$ cat src/rtl/fetch_decode_pkg.sv
// Shared definitions for the fetch/decode unit: FSM encoding, instruction field
// positions, compare opcodes and branch-offset helper.
package fetch_decode_pkg;

  typedef enum logic [1:0] {
    ST_FETCH  = 2'd0,
    ST_WAIT   = 2'd1,
    ST_ISSUE  = 2'd2,
    ST_HALTED = 2'd3
  } fd_state_e;

  localparam int RN_LSB    = 16;
  localparam int RD_LSB    = 12;
  localparam int OPC_LSB   = 21;
  localparam int IMM_BIT   = 25;
  localparam int OP2_LSB   = 0;
  localparam int CLASS_LSB = 25;
  localparam int DP_LSB    = 26;
  localparam int OFF_MSB   = 23;

  localparam logic [3:0] OPC_TST = 4'b1000;
  localparam logic [3:0] OPC_TEQ = 4'b1001;
  localparam logic [3:0] OPC_CMP = 4'b1010;
  localparam logic [3:0] OPC_CMN = 4'b1011;

  localparam logic [2:0] BRANCH_CLASS = 3'b101;
  localparam logic [1:0] DP_CLASS     = 2'b00;

  // Signed word offset of a branch, already scaled to bytes.
  function automatic logic [31:0] branch_offset(input logic [31:0] ir);
    return {{6{ir[OFF_MSB]}}, ir[OFF_MSB:0], 2'b00};
  endfunction

endpackage

$ cat src/rtl/fetch_decode_unit_decoder.sv
// Combinational field extraction and classification of the held instruction.
// The condition field and S bit are not used by this unit.
module instr_decoder
  import fetch_decode_pkg::*;
(
  input  logic [31:0] ir,
  output logic [3:0]  addr_a,
  output logic [3:0]  addr_b,
  output logic [3:0]  opcode,
  output logic        imm_flag,
  output logic [11:0] operand2,
  output logic        is_branch,
  output logic        writes_reg
);

  logic is_dp;
  logic is_compare;
  logic unused_ir;

  assign addr_a    = ir[RN_LSB +: 4];
  assign addr_b    = ir[RD_LSB +: 4];
  assign opcode    = ir[OPC_LSB +: 4];
  assign imm_flag  = ir[IMM_BIT];
  assign operand2  = ir[OP2_LSB +: 12];
  assign is_branch = (ir[CLASS_LSB +: 3] == BRANCH_CLASS);

  assign is_dp      = (ir[DP_LSB +: 2] == DP_CLASS);
  assign is_compare = (opcode inside {OPC_TST, OPC_TEQ, OPC_CMP, OPC_CMN});
  assign writes_reg = is_dp && !is_compare;

  assign unused_ir = ^{ir[31:28], ir[20]};

endmodule

$ cat src/rtl/fetch_decode_unit.sv
// Instruction fetch over req/ack, instruction register, PC stepping and issue
// handshake towards execute; decode is delegated to instr_decoder.
//
// state     | meaning
// ----------+-------------------------------------------------------------
// ST_FETCH  | request instruction at pc (unless halted or just reset)
// ST_WAIT   | request outstanding, hold address until ack
// ST_ISSUE  | decoded instruction presented until execute accepts
// ST_HALTED | no fetch until halt_in drops
module fetch_decode_unit
  import fetch_decode_pkg::*;
#(
  parameter logic [31:0] RESET_PC = 32'h0000_0000,
  parameter logic [31:0] PC_AHEAD = 32'd8
) (
  input  logic        clk_in,
  input  logic        rst_in,
  output logic        imem_req_out,
  output logic [31:0] imem_addr_out,
  input  logic        imem_ack_in,
  input  logic [31:0] imem_data_in,
  input  logic        halt_in,
  output logic        issue_valid_out,
  input  logic        exec_ready_in,
  output logic [3:0]  addr_portA_out,
  output logic [3:0]  addr_portB_out,
  output logic        write_en_out,
  output logic [31:0] pc_r15_out,
  output logic [3:0]  opcode_out,
  output logic        imm_flag_out,
  output logic [11:0] operand2_out,
  output logic        is_branch_out
);

  fd_state_e   state;
  logic [31:0] pc;
  logic [31:0] ir;
  logic        req_blank;
  logic        writes_reg;

  instr_decoder u_decoder (
    .ir         (ir),
    .addr_a     (addr_portA_out),
    .addr_b     (addr_portB_out),
    .opcode     (opcode_out),
    .imm_flag   (imm_flag_out),
    .operand2   (operand2_out),
    .is_branch  (is_branch_out),
    .writes_reg (writes_reg)
  );

  // req_blank keeps the cycle after reset request-free, so a stale ack from a
  // request dropped by reset is never taken as a new instruction.
  assign imem_req_out    = !req_blank &&
                           (((state == ST_FETCH) && !halt_in) || (state == ST_WAIT));
  assign imem_addr_out   = pc;
  assign issue_valid_out = (state == ST_ISSUE);
  assign write_en_out    = issue_valid_out && writes_reg;
  assign pc_r15_out      = pc + PC_AHEAD;

  always_ff @(posedge clk_in) begin
    if (rst_in) begin
      state     <= ST_FETCH;
      pc        <= RESET_PC;
      ir        <= '0;
      req_blank <= 1'b1;
    end else begin
      req_blank <= 1'b0;
      case (state)
        ST_FETCH: begin
          if (!req_blank) begin
            if (halt_in) begin
              state <= ST_HALTED;
            end else if (imem_ack_in) begin
              ir    <= imem_data_in;
              state <= ST_ISSUE;
            end else begin
              state <= ST_WAIT;
            end
          end
        end
        ST_WAIT: begin
          if (imem_ack_in) begin
            ir    <= imem_data_in;
            state <= ST_ISSUE;
          end
        end
        ST_ISSUE: begin
          if (exec_ready_in) begin
            pc    <= is_branch_out ? (pc + PC_AHEAD + branch_offset(ir)) : (pc + 32'd4);
            state <= ST_FETCH;
          end
        end
        ST_HALTED: begin
          if (!halt_in) state <= ST_FETCH;
        end
        default: state <= ST_FETCH;
      endcase
    end
  end

endmodule
$ cat config.mk
export PLATFORM = sky130hd
export DESIGN_NAME = fetch_decode_unit
export DESIGN_NICKNAME = d
export VERILOG_FILES = /design/src/rtl/fetch_decode_pkg.sv /design/src/rtl/fetch_decode_unit_decoder.sv /design/src/rtl/fetch_decode_unit.sv
export SDC_FILE = /design/constraint.sdc
export NUM_CORES = 1
export LEC_CHECK = 0
export ABC_AREA = 1
export CAP_MARGIN = 20
export CORE_MARGIN = 8
export CORE_UTILIZATION = 53
export CTS_CLUSTER_SIZE = 28
export DETAILED_ROUTE_END_ITERATION = 8
export PLACE_DENSITY = 0.82
export SETUP_SLACK_MARGIN = 0.02
export SYNTH_ARGS = -nofsm -noshare
export SYNTH_HDL_FRONTEND = slang
export SYNTH_HIERARCHICAL = 1
export SYNTH_SLANG_ARGS = --single-unit
$ cat constraint.sdc
create_clock -name clk_in -period 2.8 [get_ports clk_in]
set_input_delay 0.42 -clock clk_in [delete_from_list [all_inputs] [get_ports clk_in]]
set_output_delay 0.42 -clock clk_in [all_outputs]
set_load 0.005 [all_outputs]
==> summary.txt, run 1 <==
Run status
  – Outcome: finished with violations
  – Failing checks: negative setup slack

Layout
  – FF/Latch Area: 1272 um2
  – Commonest non-fill, non-tap cell in the layout: nand2_1
  – Design Area, Final: 9938 um2
  – Diode count: 0
  – Fraction of layout cells with a size suffix above 1: 0.3435
  – NumNets Final: 1346
  – Fillers: 579
  – Multi-input gate area: 5139 um2
  – Synthesis-to-finish area growth: 63.00%
  – Commonest non-fill, non-tap cells in the layout: 207 x nand2_1, 175 x buf_4, 114 x inv_1, 112 x clkdlybuf4s50_1, 104 x nor2_1

Clock network
  – Hold buffers post-CTS: 0
  – Sink Count: 61
  – Maximum clock insertion buffer count: 2
  – CTS H-tree lvls: 3
  – CTS buffer count: 9
  – Clock Latency Late Sink: 0.35 ns
  – Root Driver: clkbuf_16
  – CTS tree: done
  – Clk slew on worst S/H paths: 0.05 ns

Timing
  – Worst-Margin Slew: 1.022 ns
  – Hold slack: 0.5064 ns
  – Tmin final: 2.959 ns
  – Rel. slew slack: 0.3177
  – Final setup vio count: 14
  – Final worst path period share: 1.057
  – Max-slew violations: 0
  – Clock skew: 0.01005 ns
  – Fin worst setup slack: -0.1587 ns
  – RSZ-0062 raised after global routing: true
  – Final hold vios: 0
  – Achievable Freq: 338.0 MHz

GRT
  – Global-route wire length before repair: 35550 um
  – Largest net degree at the start of global routing: 40
  – Total GRT Usage: 0.3016
  – Initial antenna violation count: 0
  – Global route overflow: 0
  – Vias in the first global route: 7150

Placement
  – Placed cell areas: 8284 um2
  – Place WS: -0.2065 ns
  – DP HPWL: 17570 um
  – GP Congestion: 0.9440
  – IO Port Bufs: 121

Critical path
  – Worst Setup Path Type: register to register
  – Critical path data arrival time: 3.19 ns
  – Worst reg-to-reg path cell count: 19
  – Worst Setup End Kind: register
  – R2R Setup Slk: -0.16 ns
  – Critical Path Sink: imem_addr_out[27]$_SDFFE_PP0P_
  – Setup crit start: imem_addr_out[4]$_SDFFE_PP0P_
  – Crit Path Max Fanout: 5
  – Worst EP required: 3.03 ns
  – Reg-to-Reg End: imem_addr_out[27]$_SDFFE_PP0P_
  – Startpoint Class: register
  – Reg-to-reg startpoint: imem_addr_out[4]$_SDFFE_PP0P_

Pwr
  – Pleak: 4.761 nW
  – Power Density: 424.5 nW/um2
  – Max VDD drop: 0.4533 mV
  – Pwr Total: 4.219 mW

Die
  – Die height: 123.3 um
  – IO Count: 130
  – Die area: 15190 um2
  – Initial Util: 0.5386
  – Core box area: 11320 um2
  – Die span in x: 123.3 um
  – Rows: 39

Drt
  – DRT antenna net count: 0
  – DRT Wirelength: 28350 um
  – Vias per cell: 5.875
  – DRC violations left: 0
  – Vias: 8348
  – Drt first pass iters: 6
  – Wire per inst: 19.95 um
  – First DRT Iteration DRCs: 1127

Logic synthesis
  – YS warnings: 6
  – Avg Inst Size Synth: 6.001 um2
  – Cell count after synthesis: 1016
  – Synthesized area: 6097 um2

Hold path
  – Hold Path Class: register to register
  – Hold Crit Depth: 2

Flow run
  – Max-Cap Viols: 0
registers in the layout, indices dropped and copies added, names as in the netlist:
name and count:
imem_addr_out 30, ir 28, state 2, req_blank 1
timing repair:
item | 4_1_cts | 5_1_grt
gates resized for setup | 73 | 200
endpoints found under the hold margin | 0 | 0
buffers inserted | 4 | 25
gates cloned | 0 | 0
pin swaps | 12 | 89
setup endpoints to repair | 37 | 34
metal layers:
| layer | GRT usage | share of wire | vias up | routed length, um |
|---|---|---|---|---|
| met5 | 0 | 0 | - | 0 |
| met3 | 0.06210 | 0.10 | 155 | 2872 |
| met4 | 0.1753 | 0.066 | 0 | 1865 |
| met1 | 0.3672 | 0.37 | 3826 | 10380 |
| li1 | - | - | 3736 | - |
| met2 | 0.4853 | 0.47 | 631 | 13230 |
layout make-up:
class                   instances  share of cell area
clock buffers                  11             0.02342
clock inverters                 5            0.002770
inverters                     129             0.04897
multi-input cells             771              0.5171
flip-flops and latches         61              0.1280
well taps                     143             0.01800
repair buffers                301              0.2617
through the flow:
step                setup TNS [ns]  instances    util
finish                     -0.8618       1421  0.8779
detailed placement          -1.593       1376  0.7318
CTS                              0       1396  0.7814
global placement           -0.8658       1376  0.7318
floorplan                        0       1019       -
global route                -3.206       1421  0.8779
where the power goes:
group | internal (mW) | leakage [nW] | total [mW] | switching (mW)
Combinational | 1.02 | 4.12 | 2.00 | 0.988
Sequential | 0.995 | 0.511 | 1.17 | 0.176
Clock | 0.593 | 0.129 | 1.04 | 0.450
worst max-delay path, cell delays in order, from the launching register on:
cell and delay, ns:
dfxtp_4 0.40, ha_4 0.16, inv_4 0.05, nor2_4 0.12, inv_2 0.05, nor2_1 0.12
buf_4 0.21, buf_6 0.12, nand2_4 0.06, xor2_4 0.18, ha_1 0.34, nand2_2 0.09
nor2_2 0.19, nand2_1 0.11, nor2_1 0.18, nand2_1 0.12, nand3_1 0.10, nand2_1 0.07
nand3_2 0.10, a21oi_2 0.06
worst min path at each step:
stage                   startpoint                  end  slack, ns
2_1_floorplan               rst_in    req_blank$_DFF_P_       0.45
3_3_place_gp   ir[27]$_SDFFE_PP0P_  ir[27]$_SDFFE_PP0P_       0.49
3_5_place_dp   ir[27]$_SDFFE_PP0P_  ir[27]$_SDFFE_PP0P_       0.50
4_1_cts        ir[27]$_SDFFE_PP0P_  ir[27]$_SDFFE_PP0P_       0.50
5_1_grt        ir[25]$_SDFFE_PP0P_  ir[25]$_SDFFE_PP0P_       0.53
6_report       ir[27]$_SDFFE_PP0P_  ir[27]$_SDFFE_PP0P_       0.51
Power figures use the tool's default switching activity.
==> run 2, diff against run 1 <==
==> constraint.sdc (replaced) <==
create_clock -name clk_in -period 2.8 [get_ports clk_in]
set_input_delay 0.42 -clock clk_in [delete_from_list [all_inputs] [get_ports clk_in]]
set_output_delay 0.42 -clock clk_in [all_outputs]
set_load 0.02 [all_outputs]
==> run 2 against run 1 <==
The run still ends with negative setup slack left. Largest power group unchanged. Critical path type unchanged. Clock skew decreased by 0.0016 ns. Die area unchanged. Wire length is 7.9% higher. Clock power grew 14%. Highest routed layer unchanged. Critical path depth fell by 2. Global-route usage decreased by 1.1 points. Design area decreased by 1.2%. Combinational power is 11% higher.
==> summary.txt, run 2 (synthesis results as in run 1) <==
Run status
  – Outcome: finished with violations (unchanged)
  – Failing checks: negative setup slack (unchanged)

GRT
  – Largest net degree at the start of global routing: 58 (was 40)
  – Vias in the first global route: 6969 (was 7150)
  – Initial antenna violation count: 0 (unchanged)
  – Global-route wire length before repair: 34490 um (was 35550 um)
  – Total GRT Usage: 0.2903 (was 0.3016)
  – Global route overflow: 0 (unchanged)

Timing
  – RSZ-0062 raised after global routing: true (unchanged)
  – Final hold vios: 0 (unchanged)
  – Final setup vio count: 19 (was 14)
  – Hold slack: 0.5145 ns (was 0.5064 ns)
  – Worst-Margin Slew: 1.008 ns (was 1.022 ns)
  – Clock skew: 0.008488 ns (was 0.01005 ns)
  – Fin worst setup slack: -0.4024 ns (was -0.1587 ns)
  – Achievable Freq: 312.3 MHz (was 338.0 MHz)
  – Rel. slew slack: 0.3272 (was 0.3177)
  – Final setup TNS: -3.517 ns (was -0.8618 ns)
  – Tmin final: 3.202 ns (was 2.959 ns)
  – Final worst path period share: 1.144 (was 1.057)
  – Max-slew violations: 0 (unchanged)

Drt
  – Drt first pass iters: 6 (unchanged)
  – First DRT Iteration DRCs: 1424 (was 1127)
  – Wire length on met3: 4086 um (was 2872 um)
  – Wire per inst: 22.15 um (was 19.95 um)
  – Vias per cell: 6.295 (was 5.875)
  – Max Used Layer: met4 (unchanged)
  – Met1 wire length: 10290 um (was 10380 um)
  – DR WL met2: 13530 um (was 13230 um)
  – DRT Wirelength: 30590 um (was 28350 um)
  – Vias: 8693 (was 8348)
  – DRC violations left: 0 (unchanged)
  – DRT antenna net count: 0 (unchanged)

Layout
  – Commonest non-fill, non-tap cells in the layout: 204 x nand2_1, 134 x buf_4, 113 x inv_1, 104 x nor2_1, 103 x clkdlybuf4s50_1 (was 207 x nand2_1, 175 x buf_4, 114 x inv_1, 112 x clkdlybuf4s50_1, 104 x nor2_1)
  – Final Util: 0.8670 (was 0.8779)
  – NumNets Final: 1308 (was 1346)
  – Fraction of layout cells with a size suffix above 1: 0.3304 (was 0.3435)
  – Diode count: 0 (unchanged)
  – Synthesis-to-finish area growth: 60.99% (was 63.00%)
  – Commonest non-fill, non-tap cell in the layout: nand2_1 (unchanged)
  – Max reg flops: 30 (unchanged)
  – Finished Layout Cells: 1381 (was 1421)

Critical path
  – Cell mode on critical path: nand2_1 (unchanged)
  – Crit Path Max Fanout: 4 (was 5)
  – Worst EP required: 3.08 ns (was 3.03 ns)
  – Worst Setup End Kind: register (unchanged)
  – Slowest cell on the critical path: dfxtp_2 (was dfxtp_4)
  – Crit path cell chain: nand2_1, inv_2, nand3_4, nor3_2, buf_4, buf_12, nand2_2, xor2_4, ha_4, nand2_2, nor2_4, nand2_1, nor2_1, nand2_1, nand4_1, nand3_1, a21oi_2 (was ha_4, inv_4, nor2_4, inv_2, nor2_1, buf_4, buf_6, nand2_4, xor2_4, ha_1, nand2_2, nor2_2, nand2_1, nor2_1, nand2_1, nand3_1, nand2_1, nand3_2, a21oi_2)
  – Startpoint Class: register (unchanged)
  – Worst Setup Path Type: register to register (unchanged)
  – Critical path data arrival time: 3.48 ns (was 3.19 ns)
  – Worst path max stage delay: 0.38 ns (was 0.40 ns)

Clock network
  – Clk slew on worst S/H paths: 0.06 ns (was 0.05 ns)
  – Maximum clock insertion buffer count: 2 (unchanged)
  – CTS H-tree lvls: 3 (unchanged)
  – Sink Count: 61 (unchanged)
  – Clock Latency Late Sink: 0.35 ns (about the same)
  – CTS tree: done (unchanged)
  – Hold buffers post-CTS: 0 (unchanged)
  – CTS buffer count: 9 (unchanged)
  – Root Driver: clkbuf_16 (unchanged)

Placement
  – IO Port Bufs: 121 (unchanged)
  – DP HPWL: 16750 um (was 17570 um)
  – GP Congestion: 1.006 (was 0.9440)
  – Placed Cells: 1342 (was 1376)
  – Place WS: -0.07092 ns (was -0.2065 ns)

Die
  – Rows: 39 (unchanged)
  – IO Count: 130 (unchanged)
  – Die height: 123.3 um (unchanged)
  – Die span in x: 123.3 um (unchanged)
  – Core box area: 11320 um2 (unchanged)
  – Initial Util: 0.5386 (unchanged)
  – Die area: 15190 um2 (unchanged)

Flow run
  – Max-Cap Viols: 0 (unchanged)

Pwr
  – Max VDD drop: 0.4028 mV (was 0.4533 mV)
  – Pleak: 4.628 nW (was 4.761 nW)
  – Power Density: 465.4 nW/um2 (was 424.5 nW/um2)

Hold path
  – Hold Path Class: register to register (unchanged)
==> run 2: critical path: cells and delay by family (launching register included) <==
kind	cells	cell delay [ns]
adder cells (fa/ha/maj)	1	0.32
AND/OR/NAND/NOR	11	1.61
XOR/XNOR	1	0.19
buffers and inverters	3	0.43
flip-flops	1	0.38
AO/OA/AOI/OAI	1	0.20
==> run 2: worst paths after layout <==
kind | end | slack (ns) | depth (start not counted) | startpoint
setup / recovery | imem_addr_out[26]$_SDFFE_PP0P_ | -0.40 | 17 | imem_addr_out[11]$_SDFFE_PP0P_
hold / removal | ir[21]$_SDFFE_PP0P_ | 0.51 | 2 | ir[21]$_SDFFE_PP0P_
setup reg to reg | imem_addr_out[26]$_SDFFE_PP0P_ | -0.40 | 17 | imem_addr_out[11]$_SDFFE_PP0P_
hold reg to reg | ir[21]$_SDFFE_PP0P_ | 0.51 | 2 | ir[21]$_SDFFE_PP0P_
==> run 2: layout make-up <==
cell class	instances	area, um2
clock buffer	13	270.3
clock inverter	1	30.03
fill	573	1505
inverter	129	486.7
multi-input combinational	771	5255
sequential	61	1264
tap	143	178.9
timing repair buffer	263	2331
==> run 2: power by group <==
| group | internal (mW) | switching, mW | leakage (nW) |
|---|---|---|---|
| combinational | 0.955 | 1.26 | 3.97 |
| clock | 0.753 | 0.432 | 0.148 |
| sequential | 0.995 | 0.176 | 0.510 |
==> run 2: timing repair <==
| action | CTS | global route |
|---|---|---|
| pin swaps | 8 | 88 |
| resized for setup | 43 | 219 |
| buffers inserted | 5 | 21 |
| setup endpoints to repair | 28 | 31 |
==> run 2: metrics by stage <==
step | cell area (um2) | power (mW)
2_1_floorplan | 6289 | 2.154
3_3_place_gp | 8217 | 2.825
3_5_place_dp | 8217 | 2.857
4_1_cts | 8718 | 4.072
5_1_grt | 9816 | 4.717
6_report | 9816 | 4.568
==> run 2: routing by layer <==
| layer | GRT usage | vias up |
|---|---|---|
| met1 | 0.3435 | 3935 |
| met2 | 0.4826 | 818 |
| met4 | 0.1603 | 0 |
| li1 | - | 3643 |
| met5 | 0 | - |
| met3 | 0.06073 | 297 |
==> run 3, diff against run 2 <==
--- a/config.mk
+++ b/config.mk
@@ -8,10 +8,10 @@
 export ABC_AREA = 1
 export CAP_MARGIN = 20
 export CORE_MARGIN = 8
-export CORE_UTILIZATION = 53
+export CORE_UTILIZATION = 40
 export CTS_CLUSTER_SIZE = 28
 export DETAILED_ROUTE_END_ITERATION = 8
-export PLACE_DENSITY = 0.82
+export PLACE_DENSITY = 0.65
 export SETUP_SLACK_MARGIN = 0.02
 export SYNTH_ARGS = -nofsm -noshare
 export SYNTH_HDL_FRONTEND = slang
==> run 3 against run 2 <==
The run now ends clean. Setup slack gained 0.44 ns. Flip-flop and latch count is the same. Sequential power is essentially flat. Non-clock buffer count grew 17. Critical path type unchanged. Wire length shrank 24%. Highest routed layer unchanged. Via count shrank 16%. Combinational power shrank 7%. Largest cell class unchanged. Clock-buffer cell count shrank 1. Cell count grew 4.6%. Critical path depth grew 3. Core utilization shrank 21 points. Global-route usage shrank 6.3 points.
==> summary.txt, run 3 (synthesis results as in run 1) <==
Drt
  – Vias per cell: 5.042 (was 6.295)
  – First DRT Iteration DRCs: 406 (was 1424)
  – DRT antenna net count: 0 (unchanged)
  – Vias: 7286 (was 8693)
  – Drt first pass iters: 5 (was 6)
  – DRC violations left: 0 (unchanged)
  – Wire per inst: 16.17 um (was 22.15 um)
  – DRT Wirelength: 23360 um (was 30590 um)

Flow run
  – Max-Cap Viols: 0 (unchanged)

Critical path
  – Worst Setup End Kind: register (unchanged)
  – Worst Setup Path Type: register to register (unchanged)
  – Crit Path Max Fanout: 5 (was 4)
  – Critical path data arrival time: 2.99 ns (was 3.48 ns)
  – R2R Setup Slk: 0.04 ns (was -0.40 ns)
  – Startpoint Class: register (unchanged)
  – Worst EP required: 3.02 ns (was 3.08 ns)

Die
  – Die span in x: 139.5 um (was 123.3 um)
  – Rows: 45 (was 39)
  – Die area: 19450 um2 (was 15190 um2)
  – Initial Util: 0.4056 (was 0.5386)
  – Core box area: 15030 um2 (was 11320 um2)
  – IO Count: 130 (unchanged)
  – Die height: 139.5 um (was 123.3 um)

Timing
  – Final worst path period share: 0.9864 (was 1.144)
  – Max-slew violations: 0 (unchanged)
  – Final hold vios: 0 (unchanged)
  – Final setup vio count: 0 (was 19)
  – Clock skew: 0.006606 ns (was 0.008488 ns)
  – Fin worst setup slack: 0.03821 ns (was -0.4024 ns)
  – Worst-Margin Slew: 0.9442 ns (was 1.008 ns)
  – Rel. slew slack: 0.3698 (was 0.3272)
  – Achievable Freq: 362.1 MHz (was 312.3 MHz)
  – RSZ-0062 raised after global routing: true (unchanged)
  – Tmin final: 2.762 ns (was 3.202 ns)

GRT
  – Largest net degree at the start of global routing: 58 (unchanged)
  – Global-route wire length before repair: 35230 um (was 34490 um)
  – Vias in the first global route: 6747 (was 6969)
  – Total GRT Usage: 0.2272 (was 0.2903)
  – Initial antenna violation count: 0 (unchanged)
  – Global route overflow: 0 (unchanged)

Clock network
  – Root Driver: clkbuf_16 (unchanged)
  – Clk slew on worst S/H paths: 0.06 ns (about the same)
  – Sink Count: 61 (unchanged)
  – CTS buffer count: 9 (unchanged)
  – CTS H-tree lvls: 3 (unchanged)
  – CTS tree: done (unchanged)
  – Maximum clock insertion buffer count: 2 (unchanged)
  – Clock Latency Late Sink: 0.34 ns (was 0.35 ns)
  – Hold buffers post-CTS: 0 (unchanged)

Layout
  – Final Util: 0.6577 (was 0.8670)
  – Max reg flops: 30 (unchanged)
  – Diode count: 0 (unchanged)
  – Design Area, Final: 9887 um2 (was 9816 um2)
  – Fillers: 1317 (was 573)
  – Commonest non-fill, non-tap cells in the layout: 218 x nand2_1, 152 x buf_4, 113 x inv_1, 102 x clkdlybuf4s50_1, 101 x nor2_1 (was 204 x nand2_1, 134 x buf_4, 113 x inv_1, 104 x nor2_1, 103 x clkdlybuf4s50_1)
  – Fraction of layout cells with a size suffix above 1: 0.3222 (was 0.3304)
  – Commonest non-fill, non-tap cell in the layout: nand2_1 (unchanged)
  – NumNets Final: 1325 (was 1308)
  – Synthesis-to-finish area growth: 62.16% (was 60.99%)

Pwr
  – Max VDD drop: 0.3484 mV (was 0.4028 mV)
  – Pleak: 4.651 nW (was 4.628 nW)
  – Pwr Total: 4.523 mW (was 4.568 mW)
  – Power Density: 457.5 nW/um2 (was 465.4 nW/um2)

Placement
  – Place WS: -0.1012 ns (was -0.07092 ns)
  – GP Congestion: 0.9516 (was 1.006)
  – DP HPWL: 17500 um (was 16750 um)
  – Placed cell areas: 8461 um2 (was 8217 um2)
  – IO Port Bufs: 121 (unchanged)

Run status
  – Outcome: completed (was finished with violations)

Hold path
  – Hold Path Class: register to register (unchanged)
==> run 3: per-stage QoR <==
step	TNS, ns	cells	hold WS [ns]
6_report	0	1445	0.5054
3_3_place_gp	-0.3380	1412	0.4954
2_1_floorplan	0	1019	0.4477
3_5_place_dp	-0.7577	1412	0.4966
4_1_cts	0	1430	0.5040
5_1_grt	-0.7966	1445	0.5244
==> run 3: routing by layer <==
layer,up-vias,routed length [um],global-route usage,share of wire
met3,32,1569,0.06430,0.067
met5,-,0,0,0
met1,3351,9958,0.2770,0.43
met2,219,11190,0.3718,0.48
met4,0,648,0.08723,0.028
li1,3684,-,-,-
==> run 3: final timing paths <==
path | start | to | cells after the start
setup / recovery | imem_addr_out[4]$_SDFFE_PP0P_ | imem_addr_out[31]$_SDFFE_PP0P_ | 20
hold / removal | ir[27]$_SDFFE_PP0P_ | ir[27]$_SDFFE_PP0P_ | 2
setup reg to reg | imem_addr_out[4]$_SDFFE_PP0P_ | imem_addr_out[31]$_SDFFE_PP0P_ | 20
hold reg to reg | ir[27]$_SDFFE_PP0P_ | ir[27]$_SDFFE_PP0P_ | 2
==> run 3: area by class of cell <==
class / count / area [um2] / area share
clock buffer: 12 / 246.5 / 0.02493
clock inverter: 4 / 95.09 / 0.009618
inverter: 129 / 484.2 / 0.04897
multi-input combinational: 771 / 5131 / 0.5190
sequential: 61 / 1259 / 0.1273
tap: 188 / 235.2 / 0.02379
timing repair buffer: 280 / 2436 / 0.2464
==> run 3: power breakdown <==
group / switching (mW) / internal (mW) / total [mW]
Sequential: 0.154 / 0.992 / 1.15
Clock: 0.435 / 0.893 / 1.33
Combinational: 1.09 / 0.955 / 2.05
Total: 1.68 / 2.84 / 4.52
==> run 3: what timing repair did <==
action	CTS	global route
pin swaps	7	53
resized for setup	59	170
buffers inserted	2	16
setup endpoints to repair	36	28
==> run 3: worst max-delay path: stages (launching register included) <==
cell and delay (ns):
dfxtp_4 0.40, nand2_4 0.06, nor2_4 0.14, nand2_4 0.11
nor3_4 0.25, buf_6 0.15, buf_4 0.12, nand2_2 0.09
xor2_4 0.21, ha_4 0.28, nand2_1 0.07, nor2_2 0.10
nand2_1 0.11, inv_1 0.07, nand2_1 0.06, nand2_2 0.07
inv_1 0.05, nand2_2 0.07, nand2_1 0.06, nand3_1 0.09
a21oi_2 0.06
